### config.mk
export PLATFORM = sky130hd
export DESIGN_NAME = pulse_train_gen
export DESIGN_NICKNAME = d
export VERILOG_FILES = /design/src/rtl/pulse_train_gen.sv
export SDC_FILE = /design/constraint.sdc
export NUM_CORES = 2
export LEC_CHECK = 0
export ABC_AREA = 1
export ABC_CLOCK_PERIOD_IN_PS = 3150
export CAP_MARGIN = 20
export CORE_MARGIN = 2
export CORE_UTILIZATION = 49
export DETAILED_ROUTE_END_ITERATION = 10
export GPL_ROUTABILITY_DRIVEN = 1
export PLACE_DENSITY = 0.75
export SYNTH_ARGS = -nofsm -noshare
export SYNTH_HDL_FRONTEND = slang
export SYNTH_SLANG_ARGS = --single-unit
### constraint.sdc
create_clock -name clk -period 3.15 [get_ports clk]
set_input_delay 0.63 -clock clk [delete_from_list [all_inputs] [get_ports clk]]
set_output_delay 0.63 -clock clk [all_outputs]
set_load 0.01 [all_outputs]
### src/rtl/pulse_train_gen.sv
// rtl/pulse_train_gen.sv - multi-channel programmable pulse-train generator
module pulse_train_gen #(
  parameter int NUM_CH = 4,
  parameter int CNT_W  = 32,
  parameter int RPT_W  = 16
) (
  input  logic                    clk,
  input  logic                    rst_n,
  input  logic [NUM_CH-1:0]       start_in,
  input  logic [NUM_CH-1:0]       stop_in,
  input  logic [NUM_CH*CNT_W-1:0] delay_in,
  input  logic [NUM_CH*CNT_W-1:0] high_in,
  input  logic [NUM_CH*CNT_W-1:0] low_in,
  input  logic [NUM_CH*RPT_W-1:0] repeat_in,
  output logic [NUM_CH-1:0]       pulse_out,
  output logic [NUM_CH-1:0]       busy_out,
  output logic [NUM_CH-1:0]       done_out
);

  typedef enum logic [1:0] {
    ST_IDLE  = 2'd0,
    ST_DELAY = 2'd1,
    ST_HIGH  = 2'd2,
    ST_LOW   = 2'd3
  } state_t;

  localparam logic [CNT_W-1:0] CNT_ONE = {{(CNT_W-1){1'b0}}, 1'b1};
  localparam logic [RPT_W-1:0] RPT_ONE = {{(RPT_W-1){1'b0}}, 1'b1};

  for (genvar c = 0; c < NUM_CH; c++) begin : g_ch
    state_t           state_q;
    logic [CNT_W-1:0] dly_q;
    logic [CNT_W-1:0] hi_q;
    logic [CNT_W-1:0] lo_q;
    logic [RPT_W-1:0] rpt_q;
    logic [CNT_W-1:0] cnt_q;
    logic [RPT_W-1:0] pcnt_q;
    logic             pulse_q;
    logic             busy_q;
    logic             done_q;

    logic [CNT_W-1:0] dly_c;
    logic [CNT_W-1:0] hi_c;
    logic [CNT_W-1:0] lo_c;
    logic [RPT_W-1:0] rpt_c;
    logic [CNT_W-1:0] lo_last;
    logic [RPT_W-1:0] pcnt_d;
    logic             train_end;

    assign dly_c = delay_in[c*CNT_W +: CNT_W];
    assign hi_c  = high_in[c*CNT_W +: CNT_W];
    assign lo_c  = low_in[c*CNT_W +: CNT_W];
    assign rpt_c = repeat_in[c*RPT_W +: RPT_W];

    // A zero low width still gets one low cycle so adjacent pulses never merge.
    assign lo_last   = (lo_q == '0) ? '0 : (lo_q - CNT_ONE);
    // Pulse counter after the current high phase; wraps freely in continuous mode.
    assign pcnt_d    = pcnt_q + RPT_ONE;
    assign train_end = (rpt_q != '0) && (pcnt_d == rpt_q);

    // Channel FSM: phase sequencing, cycle/pulse counting and registered outputs.
    always_ff @(posedge clk) begin
      if (!rst_n) begin
        state_q <= ST_IDLE;
        dly_q   <= '0;
        hi_q    <= '0;
        lo_q    <= '0;
        rpt_q   <= '0;
        cnt_q   <= '0;
        pcnt_q  <= '0;
        pulse_q <= 1'b0;
        busy_q  <= 1'b0;
        done_q  <= 1'b0;
      end else begin
        done_q <= 1'b0;
        case (state_q)
          ST_IDLE: begin
            if (start_in[c] && !stop_in[c]) begin
              dly_q  <= dly_c;
              hi_q   <= hi_c;
              lo_q   <= lo_c;
              rpt_q  <= rpt_c;
              cnt_q  <= '0;
              pcnt_q <= '0;
              if (hi_c == '0) begin
                // Degenerate train: report completion without ever going busy.
                done_q <= 1'b1;
              end else if (dly_c != '0) begin
                state_q <= ST_DELAY;
                busy_q  <= 1'b1;
              end else begin
                state_q <= ST_HIGH;
                busy_q  <= 1'b1;
                pulse_q <= 1'b1;
              end
            end
          end

          ST_DELAY: begin
            if (stop_in[c]) begin
              state_q <= ST_IDLE;
              busy_q  <= 1'b0;
              pulse_q <= 1'b0;
            end else if (cnt_q == dly_q - CNT_ONE) begin
              state_q <= ST_HIGH;
              cnt_q   <= '0;
              pulse_q <= 1'b1;
            end else begin
              cnt_q <= cnt_q + CNT_ONE;
            end
          end

          ST_HIGH: begin
            if (stop_in[c]) begin
              // Abort takes priority over a train finishing this cycle.
              state_q <= ST_IDLE;
              busy_q  <= 1'b0;
              pulse_q <= 1'b0;
            end else if (cnt_q == hi_q - CNT_ONE) begin
              pcnt_q  <= pcnt_d;
              cnt_q   <= '0;
              pulse_q <= 1'b0;
              if (train_end) begin
                state_q <= ST_IDLE;
                busy_q  <= 1'b0;
                done_q  <= 1'b1;
              end else begin
                state_q <= ST_LOW;
              end
            end else begin
              cnt_q <= cnt_q + CNT_ONE;
            end
          end

          ST_LOW: begin
            if (stop_in[c]) begin
              state_q <= ST_IDLE;
              busy_q  <= 1'b0;
              pulse_q <= 1'b0;
            end else if (cnt_q == lo_last) begin
              state_q <= ST_HIGH;
              cnt_q   <= '0;
              pulse_q <= 1'b1;
            end else begin
              cnt_q <= cnt_q + CNT_ONE;
            end
          end

          default: begin
            state_q <= ST_IDLE;
            busy_q  <= 1'b0;
            pulse_q <= 1'b0;
          end
        endcase
      end
    end

    assign pulse_out[c] = pulse_q;
    assign busy_out[c]  = busy_q;
    assign done_out[c]  = done_q;
  end

endmodule

# Word level (Yosys, flattened, before mapping)
# Cells that the tools add are included.
# op_classes
n_mux	188
n_eq_ne	76
addsub	20
n_reduce_logical	64
# op_table
op	count
32-bit 2-to-1 mux	32
32-bit case mux with 4 select lines	4
32-bit == test	12
32-bit by 1-bit subtractor with 32-bit output (second input constant)	12
32-bit zero test	8
16-bit 2-to-1 mux	12
32-bit by 1-bit adder with 32-bit output (second input constant)	4
16-bit case mux with 2 select lines	4
32-bit nonzero test	4
1-bit 2-to-1 mux	80
2-bit 2-to-1 mux	40
16-bit by 1-bit adder with 16-bit output (second input constant)	4
16-bit == test	4
16-bit nonzero test	4
2-bit inequality test (second input constant)	28
3-bit inequality test (second input constant)	16
5-bit AND reduction	8
2-bit case mux with 4 select lines	4
4-bit AND reduction	8
6-bit AND reduction	4
2-bit == test (second input constant)	8
1-bit case mux with 4 select lines	4
1-bit case mux with 3 select lines	4
2-bit by 1-bit == test with 1-bit output (second input constant)	4
other kinds (8)	36
# totals
input_bits	458
output_inout_bits	12
ff_bits	660
wordCells	388

# Logic depth before layout (Yosys ltp)
# depth
ltp_word	7
depth_mapped	22
mapped_depth_nobuf	22

# Least setup slack after synthesis
# Ideal clock, no wire load.
# synth_path
path_type	register to register
start	reg g_ch[3].dly_q[0]
end	reg g_ch[3].cnt_q[12]
stages_incl_launch_ff	18
required_ns	3.018
setup_time_ns	0.132
path_slack_ns	0.842
arrival_time_ns	2.175
n_path_buf	1
synth_period_minus_slack_ns	2.308
path_cell_list	dfxtp_1 > inv_1 > ha_1 > nand3_1 > nor2_1 > nand2_1 > nor2_1 > inv_1 > nor2_1 > xor2_1 > nand3b_1 > nor3_1 > nand3_1 > nand2_1 > nand3_4 > buf_6 > nand2_1 > a21oi_1
# synth_via
elab_chain_len	5
# synth_lines
element	line_no	rtl
start: declaration	32	logic [CNT_W-1:0] dly_q;
start signal: assignment	79	dly_q <= dly_c;
32-bit by 1-bit subtractor with 32-bit output	104	end else if (cnt_q == dly_q - CNT_ONE) begin
32-bit == test	104	
32-bit 2-to-1 mux	104	
32-bit 2-to-1 mux	100	if (stop_in[c]) begin
32-bit case mux with 4 select lines	76	case (state_q)
end signal: assignment	109	cnt_q <= cnt_q + CNT_ONE;
end signal: assignment	131	cnt_q <= cnt_q + CNT_ONE;
end signal: assignment	145	cnt_q <= cnt_q + CNT_ONE;
end: declaration	36	logic [CNT_W-1:0] cnt_q;
# Every way passes these cells. The select of a mux whose other input is x is not followed.
# A chain may end at the register's enable or synchronous reset.

# Worst setup path after layout
# layout_path
start	reg g_ch[0].lo_q[27]
end	reg g_ch[0].cnt_q[13]
# layout_via
elab_chain_len	6
# layout_lines
element	line_no	rtl
start: declaration	34	logic [CNT_W-1:0] lo_q;
start signal: assignment	81	lo_q <= lo_c;
32-bit by 1-bit subtractor with 32-bit output or 32-bit zero test (tied branches)	56	assign lo_last = (lo_q == '0) ? '0 : (lo_q - CNT_ONE);
32-bit 2-to-1 mux *	56	
32-bit == test *	140	end else if (cnt_q == lo_last) begin
32-bit 2-to-1 mux *	140	
32-bit 2-to-1 mux *	136	if (stop_in[c]) begin
32-bit case mux with 4 select lines *	76	
end signal: assignment	109	
end signal: assignment	131	
end signal: assignment	145	
end: declaration	36	
# Every way passes the cells marked *; elsewhere a longest branch is shown, timed or not. The select of a mux whose other input is x is not followed.

==> impl_metrics.json <==
{
  "first_global_vias": 48900,
  "ir_drop_mv": 0.423,
  "power_density_mw_per_mm2": 669,
  "globalRouteOverflowTotal": 0,
  "fp.dieH_um": 314,
  "status": "complete, no violations",
  "htree_levels": 3,
  "min_period_over_period_pct": 95.0,
  "die_x_um": 314,
  "busiest_layer": "met2",
  "crit_start": "g_ch[0].lo_q[27]$_SDFFE_PN0P_",
  "finalHoldViolCount": 0,
  "drv_slew": 0,
  "rsz0062_at_grt": "false",
  "synth_fp_nets": 8367,
  "cts.sinks": 660,
  "r2r_start": "g_ch[0].lo_q[27]$_SDFFE_PN0P_",
  "synthCells": 7889,
  "syn_area_sq_mm": 0.0472,
  "cts_buffer_depth": 3,
  "ys_seq_elements": 660,
  "met2_usage_pct": 53.0,
  "drive_above_1_share_pct": 5.81,
  "drt_iter0_markers": 5197,
  "start_util_pct": 49.6,
  "holdWs_ns": 0.376,
  "setup-tns-final_ns": 0,
  "hold_start": "rst_n",
  "vias": 52900,
  "wl_um": 169000,
  "max_cap_viol_count": 0,
  "crit_required_ns": 3.68,
  "cp-start-kind": "register",
  "drtAntennaViolNets": 0,
  "r2r-end": "g_ch[0].cnt_q[13]$_SDFFE_PN0P_",
  "hold_class": "input port to register",
  "yosys_warnings": 0,
  "fillers": 9422,
  "leakage_nw": 24.5,
  "worst-slew-pin-transition_ns": 0.927,
  "cts_tree": "yes",
  "grtUsageMet3_pct": 5.08,
  "coreArea_sq_mm": 0.0952,
  "placedCellCount": 9413,
  "synth_cell_types": 58,
  "nNetsFinal": 8714,
  "synth_flop_cell": "dfxtp_1",
  "gr-usage-all-layers_pct": 32.9,
  "synth_edf_count": 0,
  "portBuffers": 469,
  "synth_seq_area_share_pct": 28.0,
  "seq_area_sq_mm": 0.0132,
  "multiInputGateArea_sq_mm": 0.0297,
  "root_buffer": "clkbuf_16",
  "grt_max_degree": 171,
  "worst_setup_path_end_kind": "register",
  "place_congestion": 1.05,
  "grt_pass1_wl_um": 262000,
  "relSlewSlack_pct": 38.2,
  "area_growth_pct": 18.9,
  "path_max_fanout": 13,
  "dp_hpwl_um": 132000,
  "r2r_setup_slack_ns": 0.16,
  "grt_use_met1_pct": 43.6,
  "clk_pin_slew_ns": 0.06,
  "rr_worst_depth": 17,
  "drcViolationCount": 0,
  "finalCriticalPeriod_ns": 2.99,
  "numCtsBuffers": 79,
  "final_cells": 9567,
  "antenna_found_initial": 3,
  "wl_per_cell_um": 17.6,
  "worstHoldPathCells": 3,
  "via_per_inst": 5.52,
  "syn_avg_cell_area_sq_um": 5.98,
  "crit_arrival_ns": 3.52,
  "firstDrtPassIters": 8,
  "fp-row-count": 113,
  "die_area_sq_mm": 0.0988,
  "fmax_mhz": 334,
  "path_class": "register to register",
  "skew_ns": 0.0269,
  "async_reset_ff_share_pct": 0,
  "clk-insertion-delay-late_ns": 0.66,
  "timing.hold.worst_endpoint": "g_ch[1].lo_q[24]$_SDFFE_PN0P_",
  "setup_violations": 0,
  "io_pins": 470
}
## worst max-delay path, cell delays in order (launching register included)
cell and delay [ns]:
dfxtp_1 0.37, nor2_1 0.26, nand2_1 0.14, nor2_2 0.23, nand2_1 0.12, nor2_4 0.23, buf_4 0.16, nor2_1 0.04
nand3b_1 0.08, nand2_1 0.07, nand3b_1 0.16, nor2_1 0.17, nand3_2 0.22, nand2_1 0.14, nand2_2 0.12, buf_4 0.21
nand2_1 0.09, a21oi_1 0.06
## report_power, final
| part | internal, W | leakage (nW) | switching, W |
|---|---|---|---|
| logic | 0.00581 | 17.8 | 0.0109 |
| clock network | 0.00601 | 1.36 | 0.00397 |
| registers | 0.00949 | 5.40 | 0.00134 |
## stage by stage
stage               total power [W]  worst slack [ns]  utilization [%]  instance area [sq um]
CTS                          0.0372            0.0749             58.8                  55900
detailed placement           0.0272            0.0945             55.8                  53100
global placement             0.0270             0.104             55.8                  53100
floorplan                    0.0226             0.842                -                  47200
global route                 0.0402            0.0100             59.0                  56100
finish                       0.0375             0.159             59.0                  56100
## synthesized netlist by cell type (11+ instances only)
master    instances  area, sq um
a211oi_1         13         97.6
a21oi_1         484         2420
buf_2            46          230
buf_4            16          120
buf_6            20          225
clkbuf_1        269         1010
dfxtp_1         660        13200
ha_1             20          250
inv_1           725         2720
inv_2            20         75.1
nand2_1        1773         6660
nand2_2          21          131
nand3_1         441         2210
nand3b_1         41          308
nand4_1         199         1240
nor2_1         1583         5940
nor2_2           55          344
nor2_4           24          270
nor3_1          114          571
nor3b_1          11         82.6
nor4_1           84          526
o21ai_0         623         3120
o21ai_1          27          135
o21bai_1         31          233
or2_2            22          138
xnor2_1         104          911
xor2_1          363         3180
## area by class of cell
cell class	instances	share of cell area, %
multi-input combinational	6121	52.9
sequential	660	23.6
timing repair buffer	618	10.6
inverter	756	5.09
clock buffer	103	3.98
tap	1265	2.82
clock inverter	41	1.02
antenna	3	0.0134
## cell families after synthesis
kind of cell	Yosys count	share of synthesized area, %
xor+xnor	468	8.72
fa+ha+maj	20	0.530
simple gates	4413	40.0
compound gates	1218	13.4
buf+inv	1110	9.41
flops	660	28.0
## per-layer routing
layer  up-vias  wire (um)
li1      26100          -
met1     24300      72200
met4         2       8020
met5         -         13
met3       396      12900
met2      2034      75600
## registers in the layout (all words and copies together), names as in the netlist
| signal | cells |
|---|---|
| g_ch.state_q | 8 |
| g_ch.pulse_q | 4 |
| g_ch.done_q | 4 |
| g_ch.rpt_q | 64 |
| g_ch.busy_q | 4 |
| g_ch.hi_q | 128 |
| g_ch.lo_q | 128 |
| g_ch.dly_q | 128 |
| g_ch.pcnt_q | 64 |
| g_ch.cnt_q | 128 |
## placed cells by master, fill, tap and decap left out, types with 7 or more instances in the layout
| cell type | instances |
|---|---|
| a211oi_1 | 13 |
| a21oi_1 | 484 |
| and2_1 | 9 |
| buf_12 | 11 |
| buf_4 | 137 |
| bufinv_16 | 12 |
| clkbuf_1 | 11 |
| clkbuf_16 | 82 |
| clkbuf_8 | 10 |
| clkdlybuf4s50_1 | 468 |
| clkinv_1 | 9 |
| clkinv_2 | 11 |
| clkinvlp_4 | 7 |
| dfxtp_1 | 660 |
| ha_1 | 20 |
| inv_1 | 720 |
| inv_2 | 21 |
| nand2_1 | 1771 |
| nand2_2 | 22 |
| nand3_1 | 439 |
| nand3_2 | 9 |
| nand3b_1 | 41 |
| nand4_1 | 199 |
| nor2_1 | 1571 |
| nor2_2 | 63 |
| nor2_4 | 29 |
| nor3_1 | 112 |
| nor3_2 | 9 |
| nor3b_1 | 11 |
| nor4_1 | 84 |
| o211a_1 | 7 |
| o21ai_0 | 621 |
| o21ai_1 | 29 |
| o21bai_1 | 31 |
| or2_2 | 22 |
| xnor2_1 | 104 |
| xor2_1 | 362 |
## repair_timing
action / 4_1_cts / 5_1_grt
buffers inserted: 0 / 5
setup endpoints to repair: 0 / 141
hold endpoints to repair: 0 / 0
hold buffers: 0 / 0
resized for setup: 0 / 23
## how the worst max path moves through the flow
stage	endpoint	slack, ns	cells past startpoint
2_1_floorplan	g_ch[3].cnt_q[12]$_SDFFE_PN0P_	0.84	17
3_3_place_gp	g_ch[0].cnt_q[15]$_SDFFE_PN0P_	0.10	18
3_5_place_dp	g_ch[0].cnt_q[11]$_SDFFE_PN0P_	0.09	17
4_1_cts	g_ch[0].cnt_q[13]$_SDFFE_PN0P_	0.07	17
5_1_grt	g_ch[0].cnt_q[1]$_SDFFE_PN0P_	0.01	20
6_report	g_ch[0].cnt_q[13]$_SDFFE_PN0P_	0.16	17
Power figures use the tool's default switching activity.
